### src/rtl/mux_n_pkg.sv
// Shared constants and word type for the N-to-1 selector and its users.
package mux_pkg;
    localparam int MUX_WIDTH = 5;
    localparam int MUX_N     = 10;
    localparam int MUX_SEL_W = 4;

    typedef logic [MUX_WIDTH-1:0] word_t;
endpackage

### src/rtl/mux_n_reg.sv
// Register stage: one-cycle copy of the selected word plus a sticky out-of-range flag.
module mux_n_reg
    import mux_pkg::*;
#(
    parameter int WIDTH = MUX_WIDTH
) (
    input  logic             clk,
    input  logic             rst,
    input  logic [WIDTH-1:0] i_q,
    input  logic             i_err,
    output logic [WIDTH-1:0] o_q_r,
    output logic             o_err_sticky
);
    logic [WIDTH-1:0] r_q;
    logic             r_err_sticky;

    // Reset takes priority over a simultaneous out-of-range select.
    always_ff @(posedge clk) begin
        if (rst) begin
            r_q          <= '0;
            r_err_sticky <= 1'b0;
        end else begin
            r_q          <= i_q;
            r_err_sticky <= r_err_sticky | i_err;
        end
    end

    assign o_q_r        = r_q;
    assign o_err_sticky = r_err_sticky;
endmodule

### src/rtl/mux_n.sv
// Ten-input word selector: combinational q/sel_err plus a registered side path.
module mux_n
    import mux_pkg::*;
#(
    parameter int WIDTH = MUX_WIDTH,
    parameter int N     = MUX_N,
    parameter int SEL_W = MUX_SEL_W
) (
    input  logic             clk,
    input  logic             rst,
    input  logic [WIDTH-1:0] i0,
    input  logic [WIDTH-1:0] i1,
    input  logic [WIDTH-1:0] i2,
    input  logic [WIDTH-1:0] i3,
    input  logic [WIDTH-1:0] i4,
    input  logic [WIDTH-1:0] i5,
    input  logic [WIDTH-1:0] i6,
    input  logic [WIDTH-1:0] i7,
    input  logic [WIDTH-1:0] i8,
    input  logic [WIDTH-1:0] i9,
    input  logic [SEL_W-1:0] s,
    output logic [WIDTH-1:0] q,
    output logic             sel_err,
    output logic [WIDTH-1:0] q_r,
    output logic             err_sticky
);
    logic [WIDTH-1:0] w_in_arr [10];
    logic [WIDTH-1:0] w_q;
    logic             w_sel_err;

    assign w_in_arr = '{i0, i1, i2, i3, i4, i5, i6, i7, i8, i9};

    // Compare-and-select rather than direct indexing so an unknown or
    // out-of-range select yields zero instead of X.
    always_comb begin
        w_q = '0;
        for (int k = 0; k < 10; k++) begin
            if (k < N && s == SEL_W'(k))
                w_q = w_in_arr[k];
        end
    end

    assign w_sel_err = (32'(s) >= N);

    assign q       = w_q;
    assign sel_err = w_sel_err;

    mux_n_reg #(.WIDTH(WIDTH)) u_reg (
        .clk          (clk),
        .rst          (rst),
        .i_q          (w_q),
        .i_err        (w_sel_err),
        .o_q_r        (q_r),
        .o_err_sticky (err_sticky)
    );
endmodule

### config.mk
export PLATFORM = sky130hd
export DESIGN_NAME = mux_n
export DESIGN_NICKNAME = d
export VERILOG_FILES = /design/src/rtl/mux_n_pkg.sv /design/src/rtl/mux_n_reg.sv /design/src/rtl/mux_n.sv
export SDC_FILE = /design/constraint.sdc
export NUM_CORES = 1
export LEC_CHECK = 0
export BUFFER_PORTS_ARGS = -buffer_cell sky130_fd_sc_hd__buf_4
export CAP_MARGIN = 5
export CORE_ASPECT_RATIO = 1.2
export CORE_UTILIZATION = 42
export CTS_CLUSTER_SIZE = 10
export DETAILED_ROUTE_END_ITERATION = 12
export GPL_ROUTABILITY_DRIVEN = 0
export MAX_ROUTING_LAYER = met4
export PLACE_DENSITY = 0.95
export SYNTH_ARGS = -nofsm -noshare
export SYNTH_HDL_FRONTEND = slang
export SYNTH_SLANG_ARGS = --single-unit
### constraint.sdc
create_clock -name clk -period 2.7 [get_ports clk]
set_clock_uncertainty 0.15 [all_clocks]
set_input_delay 0.27 -clock clk [delete_from_list [all_inputs] [get_ports clk]]
set_output_delay 0.27 -clock clk [all_outputs]
set_load 0.01 [all_outputs]
Word-level counts from Yosys, hierarchy flattened
Cells that the tools add are included.
- bits of input ports: 56
- word-level logic and storage cells: 24
- output and inout bits: 12
- memory bits (writable): 0
- bits in latches: 0
- memory bits (read-only): 0
- register bits: 6
- memories kept: 0
- bitwise operators: 1
- multiply operators: 0
- reductions and logical operators: 1
- divide/modulo/power cells: 0
- multiplexer cells: 10
- equal/unequal tests: 9
- magnitude comparators: 1
- shift-type cells: 0
- add/sub/neg operators: 0
- operator list (cell ; number):
    $mux W5 ; 10
    $eq A4 B3 Y1 const B ; 4
    $eq A4 B2 Y1 const B ; 2
    $eq A4 B4 Y1 const B ; 2
    $eq A4 B1 Y1 const B ; 1
    $ge A4 B4 Y1 const B ; 1
    $logic_not A4 Y1 ; 1
    $or A1 B1 Y1 ; 1

Logic depth before layout (Yosys ltp)
Gate-level depths: netlist (run 1).
- word-level depth: 11
- gate-level depth with buffers: 7
- mapped depth without buffers: 5

Hierarchy
A second synthesis (run 1) with hierarchy kept.
- cells, all modules: 91
- area, all modules: 755.7 µm²
- modules (own cells, without submodules) (module ; seq. area each (µm²) ; cells an instance ; instances ; area each (µm²)):
    mux_n ; 0.0 ; 79 ; 1 ; 581.8
    mux_n_reg ; 120.1 ; 12 ; 1 ; 173.9

Worst setup path before layout (run 1)
No wires, ideal clock.
- path kind: input to output
- start point: in s[1]
- end point: out q[1]
- buffers on the path: 2
- data required time: 2280 ps
- path slack: 877 ps
- arrival: 1403 ps
- stages: 7
- cells stage by stage: buf_2 buf_2 nor3b_1 o21ai_0 o21ai_0 a21oi_1 nor2_1
- cells in the longest elaborated chain, start to end: 11
- elaborated cells on any way between the ends: 20
- those cells by class: 9 x eq/ne; 10 x mux; 1 x reduce/logical
- ends and longest elaborated chain (element ; line ; RTL):
    start: declaration ; mux_n.sv:21 ; input logic [SEL_W-1:0] s,
    $logic_not A4 Y1 ; mux_n.sv:38 ; if (k < N && s == SEL_W'(k))
    $mux W5 (9 in a row) ; mux_n.sv:38 ;
    $mux W5 (*) ; mux_n.sv:38 ;
    end: declaration ; mux_n.sv:22 ; output logic [WIDTH-1:0] q,
Mark *: on every way between the ends. The rest lies on a longest branch, timed or not.

Worst setup path after layout (run 1)
- start point: in s[1]
- end point: out q[4]
Same word-level chain as after synthesis.

==> results by group, run 1 <==
Floorplan
  – Die Ht: 51.5 um
  – Ports: 68
  – Starting Density: 0.459
  – Die footprint: 0.00223 mm2
  – Row Count: 17
  – Core Box Area: 0.00187 mm2
  – Die Wd: 43.3 um

Clocking
  – CTS resizes: 0
  – Hold_buf cts: 0
  – CTS tree: done
  – Clock Sinks: 6
  – Worst skew pair latency: 250 ps
  – Setup Fix Bufs, Post-CTS: 0
  – Clk root buf: clkbuf_4
  – Deepest clock path buffer count: 2
  – TritonCTS buffer count: 3
  – H-tree depth: 1
  – CTS clk-pin slew, worst paths: 50 ps

Synthesis
  – Area leader, netlist: dfxtp_1
  – FF+latch count, synth: 6
  – Post-synth EDFFs: 0
  – Most common flop cell mapped by yosys: dfxtp_1
  – Synth Area in XOR/XNOR: 0
  – Asr flop ratio synth: 0
  – Synth Area in Compound Gates: 0.397
  – Syn nets: 179
  – Seq/Total Area, Yosys: 0.140
  – Post-synth cell types: 31
  – Simple-gate share of the synthesized area: 0.376
  – Cells after Synth: 123
  – Synth top area share: 0.140
  – Count leader, synth: o21ai_0
  – Main combinational cell family by area after synthesis: compound AO/OA/AOI/OAI gates
  – Warnings, synthesis: 0
  – Multiplexer share of the synthesized area: 0.0131
  – Mapped Avg Cell Area: 6.98 um2
  – Post-synthesis adder-cell area fraction: 0
  – Commonest cells post-synth: o21ai_0 (14), a21oi_1 (10), nand2b_1 (10)
  – Largest cells by area after synthesis: dfxtp_1 (14%), o21ai_0 (8.2%), o311ai_2 (7.6%)
  – Synth Cell Area: 858 um2

STA
  – Worst rel slew slack: 0.627
  – Final setup vio count: 0
  – Max Clk Rate: 469 MHz
  – Worst setup margin: 570 ps
  – RSZ-0062 raised after global routing: no
  – Tcrit/Tclk final: 0.789
  – Fin. Hold Viols: 0
  – Worst-Margin Slew: 559 ps
  – Max Slew Vio Count: 0
  – Minimum clock period: 2130 ps
  – Setup TNS: 0 ps

Setup path
  – CP cell instances: buf_4 -> or4b_4 -> o21ai_0 -> a31oi_1 -> o311ai_2 -> buf_4
  – Crit start category: primary input
  – Top delay family on crit path: simple AND/OR/NAND/NOR gates
  – Crit path max-delay cell type: or4b_4
  – Worst Path Arrival: 1710 ps
  – Worst flop-to-flop path startpoint: u_reg.o_err_sticky
  – CP Buf/Inv Count: 2
  – Critical path's most frequent cell: buf_4
  – Worst Setup End Kind: primary output
  – Critical Path Stages: 6
  – CP max stage delay: 570 ps
  – Crit Path Class: in -> out
  – R2r setup slk: 1990 ps
  – Reg2Reg Depth: 2
  – Critical Path Fanout Max: 30
  – CP Data Required Time: 2280 ps
  – RR Endpoint: u_reg.o_err_sticky

Finish
  – N_diodes: 0
  – Fillers: 153
  – Layout area overhead: 59.6%
  – FF+latch area: 120 um2
  – Area of the multi-input gates: 674 um2
  – Fin nets: 243
  – Fraction of layout cells with a size suffix above 1: 0.411

Power and ir drop
  – Peak VDD IR: 0.145 mV
  – Leakage power: 0.674 nW
  – Power density over the cells: 274 mW/mm2

Global routing
  – Remaining Overflow, GRT: 0
  – Initial antenna violation count: 0
  – Vias in the first global route: 1075
  – Pin count of the biggest net entering global routing: 37
  – Total track usage: 0.267
  – Wire length of the first global-routing pass: 4500 um

Min path
  – Hold Path Stages: 2
  – HP Start: rst
  – Worst Hold End: u_reg.o_q_r[0]
  – Hold Crit Class: in -> reg

Run status
  – Status: complete, no violations

Route
  – Routed vias/inst: 5.70
  – Antenna Nets Post-Route: 0
  – DRT iter0 DRCs: 19
  – Drt first pass iters: 4
  – Routed wire per std cell: 13.1 um
  – Via Count: 1162
  – Final WL: 2670 um
  – DRC violations left: 0

Placement
  – Post-DP HPWL: 2190 um
  – # port buffers: 67
  – Post-place setup slack: 578 ps

Job
  – Max Cap Viol: 0
## worst register-to-register path, delay by kind of cell (launching register included)
| kind | cells | cell delay [ps] |
|---|---|---|
| DFF | 1 | 310 |
| and+or+nand+nor | 2 | 140 |
## cell usage in the layout (no fill, tap or decap), drive strengths merged
cell type  Yosys  layout
inv            7       7
nor4           1       1
a221o          1       1
mux2           1       1
a22oi          5       5
o2bb2ai        1       1
and3           1       1
nand3          4       4
nor2b          8       8
o22ai          1       1
or4bb          4       4
and2b          5       5
o21a           1       1
o311ai         4       4
nand2          4       4
a31oi          4       4
nand3b         1       1
clkbuf         3       3
a21o           4       4
nor3           2       2
buf            5      67
or4b           1       1
nand2b        10      10
o21ai         14      14
a21oi         10      10
nor2           9       9
o31ai          4       4
nor3b          2       2
dfxtp          6       6
## final cells by class
cell class / instances / share of cell area
clock buffer: 3 / 0.0164
inverter: 7 / 0.0192
multi-input combinational: 102 / 0.492
sequential: 6 / 0.0877
tap: 19 / 0.0174
timing repair buffer: 67 / 0.367
## state kept, by name, indices dropped and copies added, names as in the netlist
| signal | cells |
|---|---|
| u_reg.o_err_sticky | 1 |
| u_reg.o_q_r | 5 |
## logic make-up after synthesis
| family | after synthesis |
|---|---|
| compound gates | 49 |
| buf+inv | 15 |
| flops | 6 |
| mux | 1 |
| simple gates | 52 |
## layer usage
| layer | vias up | GRT usage | routed length, um |
|---|---|---|---|
| met5 | - | - | 0 |
| met2 | 67 | 0.485 | 1350 |
| li1 | 581 | - | - |
| met1 | 509 | 0.294 | 1010 |
| met4 | 0 | 0.111 | 45 |
| met3 | 5 | 0.0278 | 269 |
## power by group
part | total (W) | leakage [nW] | internal (W) | switching (W)
combinational | 0.000193 | 0.611 | 0.000111 | 0.0000824
clock | 0.0000846 | 0.0138 | 0.0000504 | 0.0000343
sequential | 0.0000977 | 0.0495 | 0.0000957 | 0.00000199
## how the worst max path moves through the flow
stage,startpoint,end
2_1_floorplan,s[1],q[1]
3_3_place_gp,s[1],q[4]
3_5_place_dp,s[1],q[4]
4_1_cts,s[1],q[4]
5_1_grt,s[1],q[4]
6_report,s[1],q[4]
## stage by stage
step,util,power (W),area (um2),hold WS [ps],instances
after global placement,0.720,0.000286,1350,301,201
final,0.732,0.000375,1370,69.5,204
after CTS,0.732,0.000378,1370,63.6,204
after detailed placement,0.720,0.000292,1350,329,201
after floorplan,-,0.000192,858,192,123
after global routing,0.732,0.000398,1370,77.8,204
Power figures use the tool's default switching activity.
==> run 2: changes to the inputs <==
CORE_UTILIZATION = 35   (was 42)
PLACE_DENSITY = 0.86   (was 0.95)
clock period = 1.8 ns   (was 2.7 ns; I/O delays follow)
==> results by group, run 2 (synthesis results as in run 1) <==
Run status
  – Status: finished with violations
  – Failing checks: negative setup slack

Finish
  – N_diodes: 0
  – Most common cell after layout, fill and taps aside: buf_4
  – Fin nets: 260
  – Max reg flops: 5
  – Most frequent cells in the layout: buf_4 (79), o21ai_0 (11), nand2b_1 (10)
  – Layout area overhead: 82.1%
  – Fraction of layout cells with a size suffix above 1: 0.480

Global routing
  – Total track usage: 0.248
  – Wire length of the first global-routing pass: 4810 um
  – Remaining Overflow, GRT: 0
  – Pin count of the biggest net entering global routing: 21
  – Vias in the first global route: 1221
  – Initial antenna violation count: 0

STA
  – Fin. Hold Viols: 0
  – Worst-Margin Slew: 333 ps
  – Worst setup margin: -23.6 ps
  – Minimum clock period: 1820 ps
  – Final setup vio count: 2
  – RSZ-0062 raised after global routing: yes
  – Worst rel slew slack: 0.776
  – Max Slew Vio Count: 0
  – Tcrit/Tclk final: 1.01
  – Max Clk Rate: 548 MHz

Setup path
  – CP max stage delay: 560 ps
  – Worst Path Arrival: 1490 ps
  – Worst flop-to-flop path startpoint: u_reg.o_err_sticky
  – Reg2Reg Depth: 2
  – Crit path max-delay cell type: or4b_4
  – CP Data Required Time: 1470 ps
  – Crit start category: primary input
  – CP cell instances: buf_8 -> or4b_4 -> o21ai_0 -> a31oi_1 -> o311ai_2 -> buf_4
  – R2r setup slk: 1110 ps
  – Critical Path Fanout Max: 6
  – Worst Setup End Kind: primary output
  – Crit Path Class: in -> out
  – RR Endpoint: u_reg.o_err_sticky

Power and ir drop
  – Sw frac: 0.315
  – Combinational cell fraction of total power: 0.553
  – Clk network pwr share: 0.207
  – NetSw: 0.000193 W
  – Leakage power: 0.772 nW
  – Design Power: 0.000611 W
  – Internal power: 0.000419 W
  – Peak VDD IR: 0.225 mV
  – Power density over the cells: 391 mW/mm2
  – Sequential share of power: 0.240

Floorplan
  – Ports: 68
  – Starting Density: 0.372
  – Core Box Area: 0.00231 mm2
  – Row Count: 19
  – Die Wd: 47.2 um
  – Die footprint: 0.00266 mm2
  – Die Ht: 56.2 um

Clocking
  – H-tree depth: 1
  – Clk root buf: clkbuf_4
  – CTS tree: done
  – TritonCTS buffer count: 3
  – Worst skew pair latency: 250 ps
  – Clock Sinks: 6
  – CTS clk-pin slew, worst paths: 40 ps
  – Deepest clock path buffer count: 2

Route
  – Routed wire per std cell: 13.5 um
  – Drt first pass iters: 4
  – Via Count: 1248
  – Routed vias/inst: 5.36
  – Final WL: 3150 um
  – DRC violations left: 0
  – DRT iter0 DRCs: 31
  – Antenna Nets Post-Route: 0

Min path
  – HP Start: i9[1]
  – Hold Crit Class: in -> reg
  – Hold Path Stages: 3
  – Worst Hold End: u_reg.o_q_r[1]

Placement
  – Post-place setup slack: -28.8 ps
  – # port buffers: 67
  – Post-DP HPWL: 2520 um

Job
  – Max Cap Viol: 0
[run 2: cell count changes in the layout (fill, tap and decap cells not counted), moves of 2 or more]
| cell | previous run | this run |
|---|---|---|
| buf_4 | 67 | 79 |
| o21ai_0 | 14 | 11 |
| buf_6 | 0 | 2 |
| o21ai_1 | 0 | 2 |
[run 2: power groups by stage]
| stage | Clock [W] | Combinational (W) | Sequential, W |
|---|---|---|---|
| 2_1_floorplan | 0 | 0.000134 | 0.000154 |
| 5_1_grt | 0.000135 | 0.000368 | 0.000148 |
| 3_3_place_gp | 0 | 0.000307 | 0.000149 |
| 6_report | 0.000126 | 0.000338 | 0.000147 |
| 4_1_cts | 0.000133 | 0.000322 | 0.000147 |
| 3_5_place_dp | 0 | 0.000314 | 0.000149 |
[run 2: layer usage]
metal | track usage | up-vias | share of wire
met1 | 0.263 | 553 | 0.39
met2 | 0.446 | 72 | 0.53
met5 | - | - | 0
met3 | 0.00325 | 10 | 0.058
li1 | - | 613 | -
met4 | 0.114 | 0 | 0.025
[run 2: worst max-delay path by stage]
stage | start | end | slack, ps | cells past startpoint
floorplan | s[1] | q[1] | 160 | 7
global placement | s[1] | q[2] | -10 | 6
detailed placement | s[1] | q[2] | -30 | 6
CTS | s[1] | q[0] | -20 | 6
global route | s[1] | q[1] | -70 | 8
finish | s[3] | q[0] | -20 | 6
[run 2: final cells by class]
cell class | count | area [um2]
repair buffers | 84 | 661
fillers | 203 | 743
well taps | 31 | 38.8
flip-flops and latches | 6 | 120
clock buffers | 3 | 22.5
multi-input cells | 102 | 694
inverters | 7 | 26.3
[run 2: metrics by stage]
| stage | cell area (um2) | hold WS [ps] | setup TNS, ps | cells | util |
|---|---|---|---|---|---|
| floorplan | 858 | 102 | 0 | 123 | - |
| global placement | 1470 | 236 | -9.86 | 227 | 0.636 |
| detailed placement | 1470 | 235 | -127 | 227 | 0.636 |
| CTS | 1510 | 130 | -24.5 | 232 | 0.655 |
| global route | 1560 | 163 | -270 | 233 | 0.678 |
| finish | 1560 | 134 | -38.4 | 233 | 0.678 |
[run 2: critical path, delay by kind of cell]
kind / cells / cell delay [ps]
AOI/OAI and AO/OA: 3 / 470
buffers and inverters: 2 / 290
and+or+nand+nor: 1 / 560
[run 2: timing repair]
item                       in CTS  in global routing
setup endpoints to repair       5                  5
resized for setup               1                 14
buffers inserted                1                  1
gates cloned                    0                  0
hold buffers                    1                  0
pin swaps                       4                  5
hold endpoints to repair        3                  0
